**src/rtl/audio_stream_pkg.sv**
```systemverilog
// Shared definitions for the UART-to-DAC stereo sample path.
// - state_t      : byte-position states of the frame assembler (WAIT0..WAIT3)
// - *_LSB        : bit position of each byte lane inside a 32-bit stereo frame
//                  (left in [31:16], right in [15:0], each 16-bit little-endian)
// - FRAME_BITS   : width of one stereo sample word
package audio_stream_pkg;

  localparam int FRAME_BITS = 32;

  typedef enum logic [1:0] {
    WAIT0 = 2'd0,
    WAIT1 = 2'd1,
    WAIT2 = 2'd2,
    WAIT3 = 2'd3
  } state_t;

  // Byte lane positions, in the order the host sends them.
  localparam int L_LO_LSB = 16;  // [23:16]
  localparam int L_HI_LSB = 24;  // [31:24]
  localparam int R_LO_LSB = 0;   // [7:0]
  localparam int R_HI_LSB = 8;   // [15:8]

endpackage

```
**src/rtl/byte_gap_timer.sv**
```systemverilog
// Inter-byte gap timer.
// Counts clock cycles while 'run' is high; 'clear' returns the count to zero
// and has priority. 'expired' is high while running with the count at
// CYCLES-1, i.e. in the cycle where the gap limit is reached.
// Ports:
//   clk, reset_n : clock, asynchronous active-low reset
//   clear        : synchronous clear of the count
//   run          : enable counting
//   expired      : gap limit reached this cycle
module byte_gap_timer #(
  parameter int CYCLES = 1200
) (
  input  logic clk,
  input  logic reset_n,
  input  logic clear,
  input  logic run,
  output logic expired
);

  localparam int W = (CYCLES > 2) ? $clog2(CYCLES) : 1;
  localparam logic [W-1:0] LAST = W'(CYCLES - 1);

  logic [W-1:0] count;

  always_ff @(posedge clk or negedge reset_n) begin
    if (!reset_n) begin
      count <= '0;
    end else if (clear) begin
      count <= '0;
    end else if (run && (count != LAST)) begin
      count <= count + W'(1);
    end
  end

  assign expired = run && (count == LAST);

endmodule

```
**src/rtl/stereo_frame_assembler.sv**
```systemverilog
// Collects UART bytes into 32-bit stereo frames and writes them to the FIFO.
// A partial frame is abandoned after TIMEOUT_US of line silence (frame_error
// pulse) or on sync_clear; frames completing while the FIFO is full are
// dropped and counted in a saturating counter.
// Ports:
//   clk, reset_n       : clock, asynchronous active-low reset
//   rx_data/rx_received: byte and its single-cycle strobe from uart_rx
//   sync_clear         : level-sensitive realign request
//   fifo_full          : FIFO full flag, sampled with the 4th byte
//   fifo_wr_en/_data   : single-cycle write strobe and assembled frame
//   frame_error        : pulse when a partial frame times out
//   dropped            : saturating count of frames dropped on fifo_full
//   busy               : a partial frame is being held
module stereo_frame_assembler
  import audio_stream_pkg::*;
#(
  parameter int CLK_FREQ   = 12_000_000,
  parameter int TIMEOUT_US = 100,
  parameter int DROP_BITS  = 16
) (
  input  logic                  clk,
  input  logic                  reset_n,
  input  logic [7:0]            rx_data,
  input  logic                  rx_received,
  input  logic                  sync_clear,
  input  logic                  fifo_full,
  output logic                  fifo_wr_en,
  output logic [FRAME_BITS-1:0] fifo_wr_data,
  output logic                  frame_error,
  output logic [DROP_BITS-1:0]  dropped,
  output logic                  busy
);

  localparam int TIMEOUT_CYCLES = CLK_FREQ / 1_000_000 * TIMEOUT_US;

  state_t state;
  logic   expired;
  logic   timer_clear;

  // A timeout returns to WAIT0, so it clears the counter like a byte does.
  assign timer_clear = sync_clear | rx_received | expired;

  byte_gap_timer #(
    .CYCLES(TIMEOUT_CYCLES)
  ) u_gap_timer (
    .clk    (clk),
    .reset_n(reset_n),
    .clear  (timer_clear),
    .run    (state != WAIT0),
    .expired(expired)
  );

  // fifo_wr_data doubles as the assembly register: each byte is written
  // straight into its lane, and stale lanes from an aborted frame are always
  // overwritten before the next write strobe.
  always_ff @(posedge clk or negedge reset_n) begin
    if (!reset_n) begin
      state        <= WAIT0;
      fifo_wr_en   <= 1'b0;
      fifo_wr_data <= '0;
      frame_error  <= 1'b0;
      dropped      <= '0;
      busy         <= 1'b0;
    end else begin
      fifo_wr_en  <= 1'b0;
      frame_error <= 1'b0;
      if (sync_clear) begin
        state <= WAIT0;
        busy  <= 1'b0;
      end else if (rx_received) begin
        case (state)
          WAIT0: begin
            fifo_wr_data[L_LO_LSB +: 8] <= rx_data;
            state <= WAIT1;
            busy  <= 1'b1;
          end
          WAIT1: begin
            fifo_wr_data[L_HI_LSB +: 8] <= rx_data;
            state <= WAIT2;
            busy  <= 1'b1;
          end
          WAIT2: begin
            fifo_wr_data[R_LO_LSB +: 8] <= rx_data;
            state <= WAIT3;
            busy  <= 1'b1;
          end
          WAIT3: begin
            if (!fifo_full) begin
              fifo_wr_data[R_HI_LSB +: 8] <= rx_data;
              fifo_wr_en <= 1'b1;
            end else if (dropped != '1) begin
              dropped <= dropped + DROP_BITS'(1);
            end
            state <= WAIT0;
            busy  <= 1'b0;
          end
          default: begin
            state <= WAIT0;
            busy  <= 1'b0;
          end
        endcase
      end else if (expired) begin
        state       <= WAIT0;
        busy        <= 1'b0;
        frame_error <= 1'b1;
      end
    end
  end

endmodule

```
**config.mk**
```make
export PLATFORM = sky130hd
export DESIGN_NAME = stereo_frame_assembler
export DESIGN_NICKNAME = d
export VERILOG_FILES = /design/src/rtl/audio_stream_pkg.sv /design/src/rtl/byte_gap_timer.sv /design/src/rtl/stereo_frame_assembler.sv
export SDC_FILE = /design/constraint.sdc
export NUM_CORES = 1
export LEC_CHECK = 0
export ABC_AREA = 0
export BUFFER_PORTS_ARGS = -buffer_cell sky130_fd_sc_hd__clkbuf_2
export CAP_MARGIN = 20
export CORE_ASPECT_RATIO = 1.75
export CORE_UTILIZATION = 25
export DETAILED_ROUTE_END_ITERATION = 10
export PLACE_DENSITY = 0.51
export SLEW_MARGIN = 30
export SYNTH_ARGS = -nofsm -noshare
export SYNTH_HDL_FRONTEND = slang
export SYNTH_SLANG_ARGS = --single-unit
```
**constraint.sdc**
```tcl
create_clock -name clk -period 1.9 [get_ports clk]
set_clock_uncertainty 0.05 [all_clocks]
set_input_delay 0.19 -clock clk [delete_from_list [all_inputs] [get_ports clk]]
set_output_delay 0.19 -clock clk [all_outputs]
set_load 0.02 [all_outputs]
```
# After elaboration in Yosys (flattened, before gate mapping)
# Cells that the tools add are included.
[classes]
mux = 17
eq_ne = 6
bitwise = 4
add_sub_neg = 2
reduce_logical = 12
[ops]
columns = ["cell", "count"]
rows = [
  ["11-bit two-way mux", 2],
  ["16-bit by 1-bit adder with 16-bit output, second input constant", 1],
  ["16-bit inequality test, second input constant", 1],
  ["11-bit by 1-bit adder with 11-bit output, second input constant", 1],
  ["11-bit == test, second input constant", 1],
  ["11-bit inequality test, second input constant", 1],
  ["1-bit two-way mux", 10],
  ["3-bit AND reduction", 3],
  ["2-bit one-hot mux with 4 select lines", 1],
  ["2-bit two-way mux", 3],
  ["5-bit AND reduction", 1],
  ["2-bit == test, second input constant", 2],
  ["4-bit AND reduction", 1],
  ["2-bit nonzero test", 2],
  ["3-bit nonzero test", 1],
  ["3-bit OR reduction", 1],
  ["2-bit by 1-bit == test with 1-bit output, second input constant", 1],
  ["1-bit logical AND", 2],
  ["2-bit zero test", 1],
  ["1-bit NOT", 2],
  ["1-bit OR", 2],
  ["1-bit one-hot mux with 2 select lines", 1],
]
[totals]
register_bits = 64
input_bits = 13
output_inout_bits = 51

# Longest topological paths before layout
# Gate-level depths: netlist of the first run.
[logic_depth]
depth_word = 5
ltp_mapped = 8
ltp_nobuf = 6

# Modules after synthesis
# Synthesis of the first run repeated with hierarchy kept, for this count alone.
[unflattened]
cells_unflattened = 233
area_unflattened_um2 = 2869.0
[modules_own_cells]
columns = ["mod", "cells_each", "instances", "area_each_um2"]
rows = [
  ["stereo_frame_assembler", 167, 1, 2244.7],
  ["byte_gap_timer", 66, 1, 624.3],
]

# Least setup slack after synthesis of the first run
# Ideal clock, no wire load.
[synth_path]
kind = "register -> register"
start = "reg state[0]"
end = "reg u_gap_timer.count[3]"
t_required_ps = 1729
t_arrival_ps = 1573
setup_ps = 121
setup_slack_ps = 156
stages_incl_launch_ff = 8
cell_sequence = "dfrtp_1 -> inv_1 -> ha_1 -> clkbuf_2 -> or3b_2 -> nand2b_1 -> xor2_1 -> nor2_1"
[synth_via]
elab_chain_len = 4
elab_cells_between_ends = 6
cone_classes = "mux (1); bitwise (1); reduce/logical (4)"
[synth_rtl]
columns = ["element", "line", "text"]
rows = [
  ["start, declared", "stereo_frame_assembler.sv:36", "state_t state;"],
  ["start signal, assigned", "stereo_frame_assembler.sv:58", "state <= WAIT0;"],
  ["start signal, assigned", "stereo_frame_assembler.sv:68", "state <= WAIT0;"],
  ["start signal, assigned", "stereo_frame_assembler.sv:74", "state <= WAIT1;"],
  ["2-bit nonzero test *", "stereo_frame_assembler.sv:49", ".run (state != WAIT0),"],
  ["1-bit logical AND", "byte_gap_timer.sv:35", "assign expired = run && (count == LAST);"],
  ["1-bit OR", "stereo_frame_assembler.sv:41", "assign timer_clear = sync_clear | rx_received | expired;"],
  ["11-bit two-way mux or 2-bit nonzero test (tied branches)", "n/a", ""],
  ["end signal, assigned", "byte_gap_timer.sv:31", "count <= count + W'(1);"],
  ["end, declared", "byte_gap_timer.sv:23", "logic [W-1:0] count;"],
]
# Every way passes the cells marked *; elsewhere a longest branch is shown, timed or not.
# A chain may end at the register's enable or synchronous reset.

# Worst setup path in the final report of the first run
[layout_path]
start = "reg state[1]"
end = "reg u_gap_timer.count[8]"
# The elaborated chain is that of the path after synthesis.

==> results of run 1 <==
==> layout make-up <==
type | count | area, sq um
timing repair buffer | 72 | 398
fill | 1163 | 7420
clock buffer | 12 | 256
inverter | 3 | 11.3
multi-input combinational | 152 | 1220
sequential | 64 | 1600
clock inverter | 4 | 28.8
tap | 132 | 165
==> worst max-delay path, cell delays in order, from the launching register on <==
cell	delay, ps
dfrtp_1	400
inv_1	120
ha_1	190
or3b_2	520
nand4_1	150
xor2_1	160
nor2_1	50
==> cells in the final DEF, fill, tap and decap left out, types with 2 or more instances in the layout <==
cell type / Yosys / layout
nor3_1: 6 / 6
clkbuf_16: 0 / 9
dfrtp_1: 64 / 64
ha_1: 7 / 7
clkinvlp_4: 0 / 2
o21ai_0: 5 / 5
and3_1: 3 / 3
nor2_1: 12 / 12
nand3_1: 12 / 12
xnor2_1: 7 / 7
and2_1: 2 / 2
buf_4: 0 / 7
clkbuf_2: 1 / 63
nand2b_1: 2 / 2
nand4_1: 10 / 10
mux2_2: 32 / 32
o21a_1: 2 / 2
or3_1: 2 / 2
xor2_1: 14 / 14
nor3b_1: 2 / 2
nor4_1: 3 / 2
inv_1: 3 / 3
a21oi_1: 2 / 2
nand2_1: 12 / 12
clkbuf_8: 0 / 2
and4_1: 2 / 2
==> metrics by stage <==
step                      setup WS [ps]  utilization, %  cells  hold slack [ps]
after CTS                           118            33.1    439             61.2
after global placement              204            30.4    422              191
after detailed placement            137            30.4    422              191
final                               163            33.1    439             82.7
after global routing               50.4            33.1    439             85.3
after floorplan                     156               -    222             -156
==> power by group <==
group	internal, mW	switching [mW]	total (mW)
clock network	0.953	0.582	1.53
registers	1.56	0.115	1.68
logic	0.306	0.460	0.766
total	2.82	1.16	3.98
==> cell usage after synthesis, drive strengths merged <==
library cell,instances
xor2,14
and4,2
nand4,11
nand2b,2
and3b,1
inv,3
and3,3
a31oi,1
nor2b,1
and2,2
nand2,12
xnor2,7
a21oi,2
buf,2
mux2,33
or3,2
o21a,2
or2,1
dfrtp,64
o21ai,5
nor3,6
nor4b,2
ha,7
nor4,4
nand3,12
or3b,1
a32o,1
nor2,14
nor3b,2
nand4b,1
clkbuf,1
nor4bb,1
==> cell families after synthesis <==
group,after synthesis,share of synthesized area (%)
buffers and inverters,6,0.925
AND/OR/NAND/NOR,80,17.5
multiplexers,33,13.2
adder cells (fa/ha/maj),7,3.08
flip-flops,64,56.4
XOR/XNOR,21,6.48
AO/OA/AOI/OAI,11,2.34
==> routing by layer <==
| layer | vias up | routed length [um] | global-route usage (%) |
|---|---|---|---|
| li1 | 948 | - | - |
| met1 | 1019 | 2450 | 13.7 |
| met2 | 41 | 3620 | 21.8 |
| met3 | 14 | 205 | 1.92 |
| met4 | 0 | 232 | 8.98 |
| met5 | - | 0 | 0 |
==> flip-flops by register name (all words and copies together), names as in the netlist <==
register           cells
busy                   1
dropped               16
fifo_wr_data          32
fifo_wr_en             1
frame_error            1
state                  2
u_gap_timer.count     11
==> repair_timing <==
action                                  4_1_cts  5_1_grt
endpoints found under the setup margin        0        2
resized for setup                             0        1
hold buffers                                  1        0
endpoints found under the hold margin        64        0
==> worst paths after layout <==
kind,start,end,cells past startpoint
worst min-delay path,sync_clear,frame_error,2
min in group asynchronous,reset_n,fifo_wr_data[8],3
worst min register to register,fifo_wr_data[16],fifo_wr_data[16],1
max in group asynchronous,reset_n,dropped[1],3
worst max-delay path,state[1],u_gap_timer.count[8],6
worst max register to register,state[1],u_gap_timer.count[8],6
==> results.md, run 1 <==
- Max Clock Freq: 0.576 GHz
- # Post-CTS Setup Buffers: 0
- Final worst-path cycle share: 91.4%
- Num CTS Buffers: 9
- Longest Clk Path Bufs: 2
- Count of cell types in the netlist: 38
- Slew Limit Fails: 0
- Antenna violations before repair: 0
- Core area: 11100 sq um
- YS warnings: 0
- TNS Setup: 0 ps
- Synth top area share: 56.4%
- Total GRT Usage: 12.7%
- VDD IR-drop max: 626 uV
- CP arrival: 1910 ps
- Largest net degree at the start of global routing: 65
- CP Max Fanout: 5
- Final Power: 3.98 mW
- DR vias: 2022
- Post-synthesis sequential element count: 64
- GPL Wtd Cong: 0.793
- CP Data Required Time: 2070 ps
- Max-cap viol count: 0
- Worst setup SP type: register
- R2R Setup Slk: 160 ps
- Number of global-route vias before repair: 2146
- Lkg Pwr: 1.79 nW
- Share of cells above drive strength 1: 41.4%
- CTS tree: yes
- DRT Pass-1 Iters: 4
- Fin area: 3680 sq um
- Top area cells in the synthesized netlist: dfrtp_1 56%, mux2_2 13%, xor2_1 4.3%
- Worst Hold Class: in2reg
- Nets: 322
- I/O pins: 64
- DRT Wirelength: 6510 um
- DRC Markers: 0
- Register area share after synthesis: 56.4%
- Cell area after synthesis: 2840 sq um
- GRT Residual Overflow: 0
- Reg clk slew, reported paths: 50 ps
- Placed cell areas: 3380 sq um
- Antenna diodes: 0
- Status: completed
- Clk sinks: 64
- CP Class: reg2reg
- # port buffers: 63
- Initial Utilization: 25.6%
- Post-Synthesis Cells: 222
- Final setup vio count: 0
- Final HPWL DP: 4820 um
- Mean Syn Cell Area: 12.8 sq um
- Rows: 51
- Root buffer cell: clkbuf_16
- Drt wl/cell: 14.8 um
- Rel. slew slack: 70.4%
- ANT nets after route: 0
- Die width: 82.6 um
- Cell taking the most area after synthesis: dfrtp_1
- Area Growth Syn to Fin: 29.6%
- Min cycle time layout: 1740 ps
- Crit path capture type: register
- Vias per cell: 4.61
- H-tree Lvls: 3
- Die Y: 143 um
- Slew @ Worst Pin: 443 ps
- Power density cells: 1080 nW/um^2
- Final Hold Vio Count: 0
- Initial DRC Count: 79
- Mapped Nets: 242
- First-pass GRT wire length: 10800 um
- Clk_lat worst skew: 330 ps
- Die area: 11800 sq um
- RSZ-0062 raised after global routing: no
Power figures use the tool's default switching activity.
==> run 2, diff against run 1 <==
--- a/config.mk
+++ b/config.mk
@@ -5,13 +5,12 @@
 export SDC_FILE = /design/constraint.sdc
 export NUM_CORES = 1
 export LEC_CHECK = 0
-export ABC_AREA = 0
+export ABC_AREA = 1
 export BUFFER_PORTS_ARGS = -buffer_cell sky130_fd_sc_hd__clkbuf_2
 export CAP_MARGIN = 20
-export CORE_ASPECT_RATIO = 1.75
 export CORE_UTILIZATION = 25
 export DETAILED_ROUTE_END_ITERATION = 10
-export PLACE_DENSITY = 0.51
+export PLACE_DENSITY = 0.5
 export SLEW_MARGIN = 30
 export SYNTH_ARGS = -nofsm -noshare
 export SYNTH_HDL_FRONTEND = slang
==> run 2 against run 1 <==
  * Power up 3.6%
  * Clock-buffer cell count down 1
  * Maximum frequency up 4.9%
  * Global-route usage up 0.14 points
  * Utilization down 0.60 points
  * Critical path depth up 4
  * Wire length up 13%
  * Critical path type unchanged
  * Critical endpoint is now u_gap_timer.count[2]
  * Largest cell class unchanged
  * Largest power group is now clock
==> results.md, run 2 <==
- Most frequent cells in the layout: 135 x nand2_1, 64 x dfrtp_1, 63 x clkbuf_2 (was 64 x dfrtp_1, 63 x clkbuf_2, 32 x mux2_2, 14 x xor2_1)
- Count of cell types in the netlist: 20 (was 38)
- DRC Markers: 0 (unchanged)
- Final WS setup: 244 ps (was 163 ps)
- RSZ-0062 raised after global routing: no (unchanged)
- Core area: 12000 sq um (was 11100 sq um)
- Die Y: 113 um (was 143 um)
- Share of cells above drive strength 1: 20.1% (was 41.4%)
- Lkg Pwr: 1.99 nW (was 1.79 nW)
- Number of flip-flops under the largest register name: 32 (unchanged)
- TNS Setup: 0 ps (unchanged)
- Max Clock Freq: 0.604 GHz (was 0.576 GHz)
- Min cycle time layout: 1660 ps (was 1740 ps)
- Main combinational cell family by area after synthesis: simple AND/OR/NAND/NOR gates (unchanged)
- Worst setup SP type: register (unchanged)
- Post-synthesis mux area share: 0% (was 13.2%)
- Die width: 113 um (was 82.6 um)
- Status: completed (unchanged)
- EDFF count, synth: 0 (unchanged)
- Worst Hold Class: in2reg (unchanged)
- R2R cell count: 10 (was 6)
- VDD IR-drop max: 538 uV (was 626 uV)
- Total GRT Usage: 12.8% (was 12.7%)
- Synth top area share: 52.3% (was 56.4%)
- GPL Wtd Cong: 0.751 (was 0.793)
- Reg clk slew, reported paths: 50 ps (about the same)
- Most common cell after layout, fill and taps aside: nand2_1 (was dfrtp_1)
- XOR/XNOR Fraction of Synth Area: 1.72% (was 6.48%)
- Initial DRC Count: 104 (was 79)
- Fin util: 32.5% (was 33.1%)
- Complex-gate fraction of the synthesized area: 6.54% (was 2.34%)
- CP arrival: 1820 ps (was 1910 ps)
- YS warnings: 0 (unchanged)
- Post-synth top flop: dfrtp_1 (unchanged)
- Rows: 40 (was 51)
- Initial Utilization: 25.6% (about the same)
- Biggest register: fifo_wr_data (unchanged)
- # port buffers: 63 (unchanged)
- Num CTS Buffers: 9 (unchanged)
- Crit path capture type: register (unchanged)
- Root buffer cell: clkbuf_16 (unchanged)
- Longest Clk Path Bufs: 2 (unchanged)
- First-pass GRT wire length: 12700 um (was 10800 um)
- Rel. slew slack: 68.6% (was 70.4%)
- Number of global-route vias before repair: 2581 (was 2146)
- Drt wl/cell: 12.1 um (was 14.8 um)
- Post-Synthesis Cells: 383 (was 222)
- CP Class: reg2reg (unchanged)
- Hold Crit Depth: 3 (was 2)
- Vias per cell: 4.26 (was 4.61)
- Mapped Nets: 403 (was 242)
- Top post-synthesis cells by count: 135 x nand2_1, 64 x dfrtp_1, 37 x inv_1, 37 x nor2_1, 37 x o21ai_0 (was 64 x dfrtp_1, 32 x mux2_2, 14 x xor2_1)
- # fillers: 1282 (was 1163)
- DR vias: 2578 (was 2022)
- Cell area after synthesis: 3060 sq um (was 2840 sq um)
- Post-place setup slack: 192 ps (was 137 ps)
- CP Max Fanout: 10 (was 5)
- Final Hold Vio Count: 0 (unchanged)
- Mean Syn Cell Area: 8.00 sq um (was 12.8 sq um)
- GRT Residual Overflow: 0 (unchanged)
- Antenna violations before repair: 0 (unchanged)
- Count leader, synth: nand2_1 (was dfrtp_1)
- Post-synthesis sequential element count: 64 (unchanged)
- CTS tree: yes (unchanged)
- ANT nets after route: 0 (unchanged)
- Largest net degree at the start of global routing: 65 (unchanged)
- Area Growth Syn to Fin: 27.0% (was 29.6%)
- Nets: 475 (was 322)
- Non-Filler Instances: 605 (was 439)
- # Post-CTS Setup Buffers: 0 (unchanged)
- Clk sinks: 64 (unchanged)
- Die area: 12700 sq um (was 11800 sq um)
- Antenna diodes: 0 (unchanged)
- Synth Area in Adders: 2.86% (was 3.09%)
- DRT Wirelength: 7340 um (was 6510 um)
- Slew @ Worst Pin: 470 ps (was 443 ps)
- Dpl cells: 590 (was 422)
- Largest registers: fifo_wr_data x32, dropped x16, u_gap_timer.count x11 (unchanged)
- Final setup vio count: 0 (unchanged)
- Fraction of registers with async set or reset after synthesis: 100% (unchanged)
- Clk_lat worst skew: 320 ps (was 330 ps)
- Synth Area in Simple Gates: 30.4% (was 17.5%)
- DRT Pass-1 Iters: 4 (unchanged)
- Top area cells in the synthesized netlist: dfrtp_1 52%, nand2_1 17%, o21ai_0 6.0% (was dfrtp_1 56%, mux2_2 13%, xor2_1 4.3%)
- H-tree Lvls: 3 (unchanged)
- Final HPWL DP: 5400 um (was 4820 um)
- I/O pins: 64 (unchanged)
- Power density cells: 1060 nW/um^2 (was 1080 nW/um^2)
- CP Data Required Time: 2070 ps (about the same)
- Cell taking the most area after synthesis: dfrtp_1 (unchanged)
- Slew Limit Fails: 0 (unchanged)
- Register area share after synthesis: 52.3% (was 56.4%)
- Max-cap viol count: 0 (unchanged)
- Final worst-path cycle share: 87.1% (was 91.4%)
## run 2: cell count changes after synthesis, sizes merged, moves of 4 or more
cell / delta
inv: +35
mux2: -33
nand2: +128
nand3: +10
nand3b: +8
nand4: -8
nor2: +28
nor4: -4
o21ai: +32
xnor2: -7
xor2: -8
## run 2: cells by family (layout without fill, tap and decap cells)
kind of cell | after synthesis | in the layout
and+or+nand+nor | 220 | 220
AOI/OAI and AO/OA | 40 | 40
adders and majority gates | 7 | 7
buffers and inverters | 46 | 121
xor gates and xnor gates | 6 | 6
DFF | 64 | 64
## run 2: per-stage QoR
step / cell area [sq um] / power [mW] / hold WS (ps)
final: 3890 / 4.12 / 143
after global routing: 3890 / 4.35 / 156
after CTS: 3890 / 4.18 / 132
after detailed placement: 3570 / 2.40 / 196
after global placement: 3570 / 2.39 / 193
after floorplan: 3060 / 2.09 / -156
## run 2: repair_timing
action,4_1_cts,5_1_grt
hold buffers,1,0
endpoints found under the hold margin,64,0
endpoints found under the setup margin,0,3
gates resized for setup,0,1
## run 2: critical path, stage by stage (launching register included)
cell and delay, ps:
dfrtp_1 370, inv_1 90, ha_1 250, inv_1 110, nand2_1 60, nor2_1 90
nand3_1 130, nand2_4 160, inv_1 110, nand2_1 80, nor2_1 40
## run 2: layout make-up
type                       instances  area [sq um]  share of cell area (%)
clock inverter                     3          67.6                    1.74
clock buffer                      11           243                    6.24
inverter                          38           143                    3.67
multi-input combinational        273          1280                    32.8
tap                              147           184                    4.73
sequential                        64          1600                    41.2
timing repair buffer              69           375                    9.65
## run 2: worst paths after layout
path,startpoint,to,slack [ps]
min in group asynchronous,reset_n,fifo_wr_data[19],360
worst min-delay path,rx_data[3],fifo_wr_data[11],140
worst max register to register,state[0],u_gap_timer.count[2],240
worst min register to register,busy,busy,430
max in group asynchronous,reset_n,dropped[10],1140
worst max-delay path,state[0],u_gap_timer.count[2],240
## run 2: power by group
part / switching, mW / internal [mW]
Combinational: 0.487 / 0.225
Clock: 0.575 / 1.17
Sequential: 0.112 / 1.55
Total: 1.17 / 2.95
## run 2: per-layer routing
layer	wire length, um	share of wire, %	GRT usage, %	vias up
met5	0	0	0	-
met4	93	1.3	4.00	0
met3	533	7.3	5.83	8
met2	3280	45	20.0	54
met1	3430	47	15.7	1177
li1	-	-	-	1339
==> run 3, diff against run 2 <==
--- a/config.mk
+++ b/config.mk
@@ -11,6 +11,7 @@
 export CORE_UTILIZATION = 25
 export DETAILED_ROUTE_END_ITERATION = 10
 export PLACE_DENSITY = 0.5
+export REMOVE_ABC_BUFFERS = 1
 export SLEW_MARGIN = 30
 export SYNTH_ARGS = -nofsm -noshare
 export SYNTH_HDL_FRONTEND = slang
==> run 3 against run 2 <==
  * Utilization decreased by 0.13 points
  * Largest power group is now sequential cells
  * Largest cell class unchanged
  * Global-route usage grew 0.13 points
  * Critical path depth is 1 lower
  * Register-to-register slack worse by 30 ps
==> results.md, run 3 (synthesized netlist as in run 2, its figures left out) <==
- Fin util: 32.4% (was 32.5%)
- Core area: 12000 sq um (unchanged)
- Antenna violations before repair: 0 (unchanged)
- Reg clk slew, reported paths: 60 ps (was 50 ps)
- CP Data Required Time: 2070 ps (about the same)
- Area Growth Syn to Fin: 26.6% (was 27.0%)
- Die Y: 113 um (unchanged)
- Final HPWL DP: 5460 um (was 5400 um)
- Rel. slew slack: 62.0% (was 68.6%)
- Lkg Pwr: 1.98 nW (was 1.99 nW)
- CP Class: reg2reg (unchanged)
- DRT Wirelength: 7660 um (was 7340 um)
- Min cycle time layout: 1690 ps (was 1660 ps)
- RSZ-0062 raised after global routing: no (unchanged)
- Slew @ Worst Pin: 569 ps (was 470 ps)
- Final Power: 3.93 mW (was 4.12 mW)
- Initial DRC Count: 168 (was 104)
- CP Max Fanout: 10 (unchanged)
- Initial Utilization: 25.6% (unchanged)
- Area of the multi-input gates: 1270 sq um (was 1280 sq um)
- Post-CTS Resized: 0 (unchanged)
- Status: completed (unchanged)
- # port buffers: 63 (unchanged)
- Post-cts hold buffer count: 1 (unchanged)
- Drt wl/cell: 12.6 um (was 12.1 um)
- Max Clock Freq: 0.593 GHz (was 0.604 GHz)
- CTS tree: yes (unchanged)
- Most frequent cells in the layout: 135 x nand2_1, 64 x dfrtp_1, 63 x clkbuf_2 (unchanged)
- Total GRT Usage: 12.9% (was 12.8%)
- DR vias: 2648 (was 2578)
- Root buffer cell: clkbuf_16 (unchanged)
- Largest registers: fifo_wr_data x32, dropped x16, u_gap_timer.count x11 (unchanged)
- # fillers: 1276 (was 1282)
- Number of flip-flops under the largest register name: 32 (unchanged)
- Flip-flop and latch area: 1600 sq um (unchanged)
- Final Hold Vio Count: 0 (unchanged)
- Crit path capture type: register (unchanged)
- DRC Markers: 0 (unchanged)
- Dpl cells: 592 (was 590)
- # Post-CTS Setup Buffers: 0 (unchanged)
- Antenna diodes: 0 (unchanged)
- Die width: 113 um (unchanged)
- Largest net degree at the start of global routing: 37 (was 65)
- Share of cells above drive strength 1: 20.8% (was 20.1%)
- Non-Filler Instances: 609 (was 605)
- GPL Wtd Cong: 0.766 (was 0.751)
- Final setup vio count: 0 (unchanged)
- Max-cap viol count: 0 (unchanged)
- Worst Hold Class: in2reg (unchanged)
- ANT nets after route: 0 (unchanged)
- GRT Residual Overflow: 0 (unchanged)
- DRT Pass-1 Iters: 4 (unchanged)
- Num CTS Buffers: 9 (unchanged)
- I/O pins: 64 (unchanged)
- Nets: 477 (was 475)
- Vias per cell: 4.35 (was 4.26)
- CP arrival: 1850 ps (was 1820 ps)
- Clk_lat worst skew: 330 ps (was 320 ps)
- Number of global-route vias before repair: 2572 (was 2581)
- Clk sinks: 64 (unchanged)
- H-tree Lvls: 3 (unchanged)
- Die area: 12700 sq um (unchanged)
- Biggest register: fifo_wr_data (unchanged)
- Power density cells: 1010 nW/um^2 (was 1060 nW/um^2)
- Final worst-path cycle share: 88.8% (was 87.1%)
- First-pass GRT wire length: 12600 um (was 12700 um)
- Slew Limit Fails: 0 (unchanged)
- Longest Clk Path Bufs: 2 (unchanged)
- Rows: 40 (unchanged)
- Worst setup SP type: register (unchanged)
- Most common cell after layout, fill and taps aside: nand2_1 (unchanged)
- VDD IR-drop max: 574 uV (was 538 uV)
## run 3: cell count changes in the layout (fill, tap and decap cells not counted), sizes merged
cell	before	now
buf	5	7
bufinv	2	0
clkinv	0	2
clkbuf	74	75
clkinvlp	1	2
## run 3: through the flow
step	setup TNS, ps	hold slack (ps)	setup slack, ps	area, sq um
5_1_grt	0	124	37.8	3880
4_1_cts	0	94.0	200	3880
2_1_floorplan	-549	-156	-55.0	3020
3_3_place_gp	0	219	233	3580
3_5_place_dp	0	219	210	3580
6_report	0	105	212	3880
## run 3: worst paths after layout
path,start,to,slack [ps],cells after the start
max in group asynchronous,reset_n,fifo_wr_data[1],1030,3
worst min register to register,fifo_wr_data[31],fifo_wr_data[31],440,2
min in group asynchronous,reset_n,dropped[7],410,3
worst max-delay path,dropped[0],dropped[1],210,9
worst min-delay path,rx_data[5],fifo_wr_data[21],100,3
worst max register to register,dropped[0],dropped[1],210,9
## run 3: routing by layer
metal / wire length (um) / GRT usage [%] / part of all wire, %
met1: 3640 / 16.6 / 47
met2: 3530 / 20.1 / 46
met3: 369 / 3.83 / 4.8
met4: 128 / 5.69 / 1.7
met5: 0 / 0 / 0
## run 3: critical path, cell delays in order (launching register included)
cell and delay (ps):
dfrtp_1 410, ha_1 250, nand2_2 90, nor2_4 50
nand2_2 70, nor2_2 50, nor2_2 240, nand2_2 210
nand2_1 100, nand2_1 50
## run 3: where the power goes
group / internal (mW) / total [mW] / switching (mW)
combinational: 0.224 / 0.700 / 0.476
sequential: 1.55 / 1.66 / 0.113
clock: 0.954 / 1.56 / 0.611
## run 3: final cells by class
cell class	count	area share, %
flip-flops and latches	64	41.3
multi-input cells	273	32.8
repair buffers	71	10.1
clock buffers	12	6.62
well taps	147	4.74
inverters	38	3.68
clock inverters	4	0.742
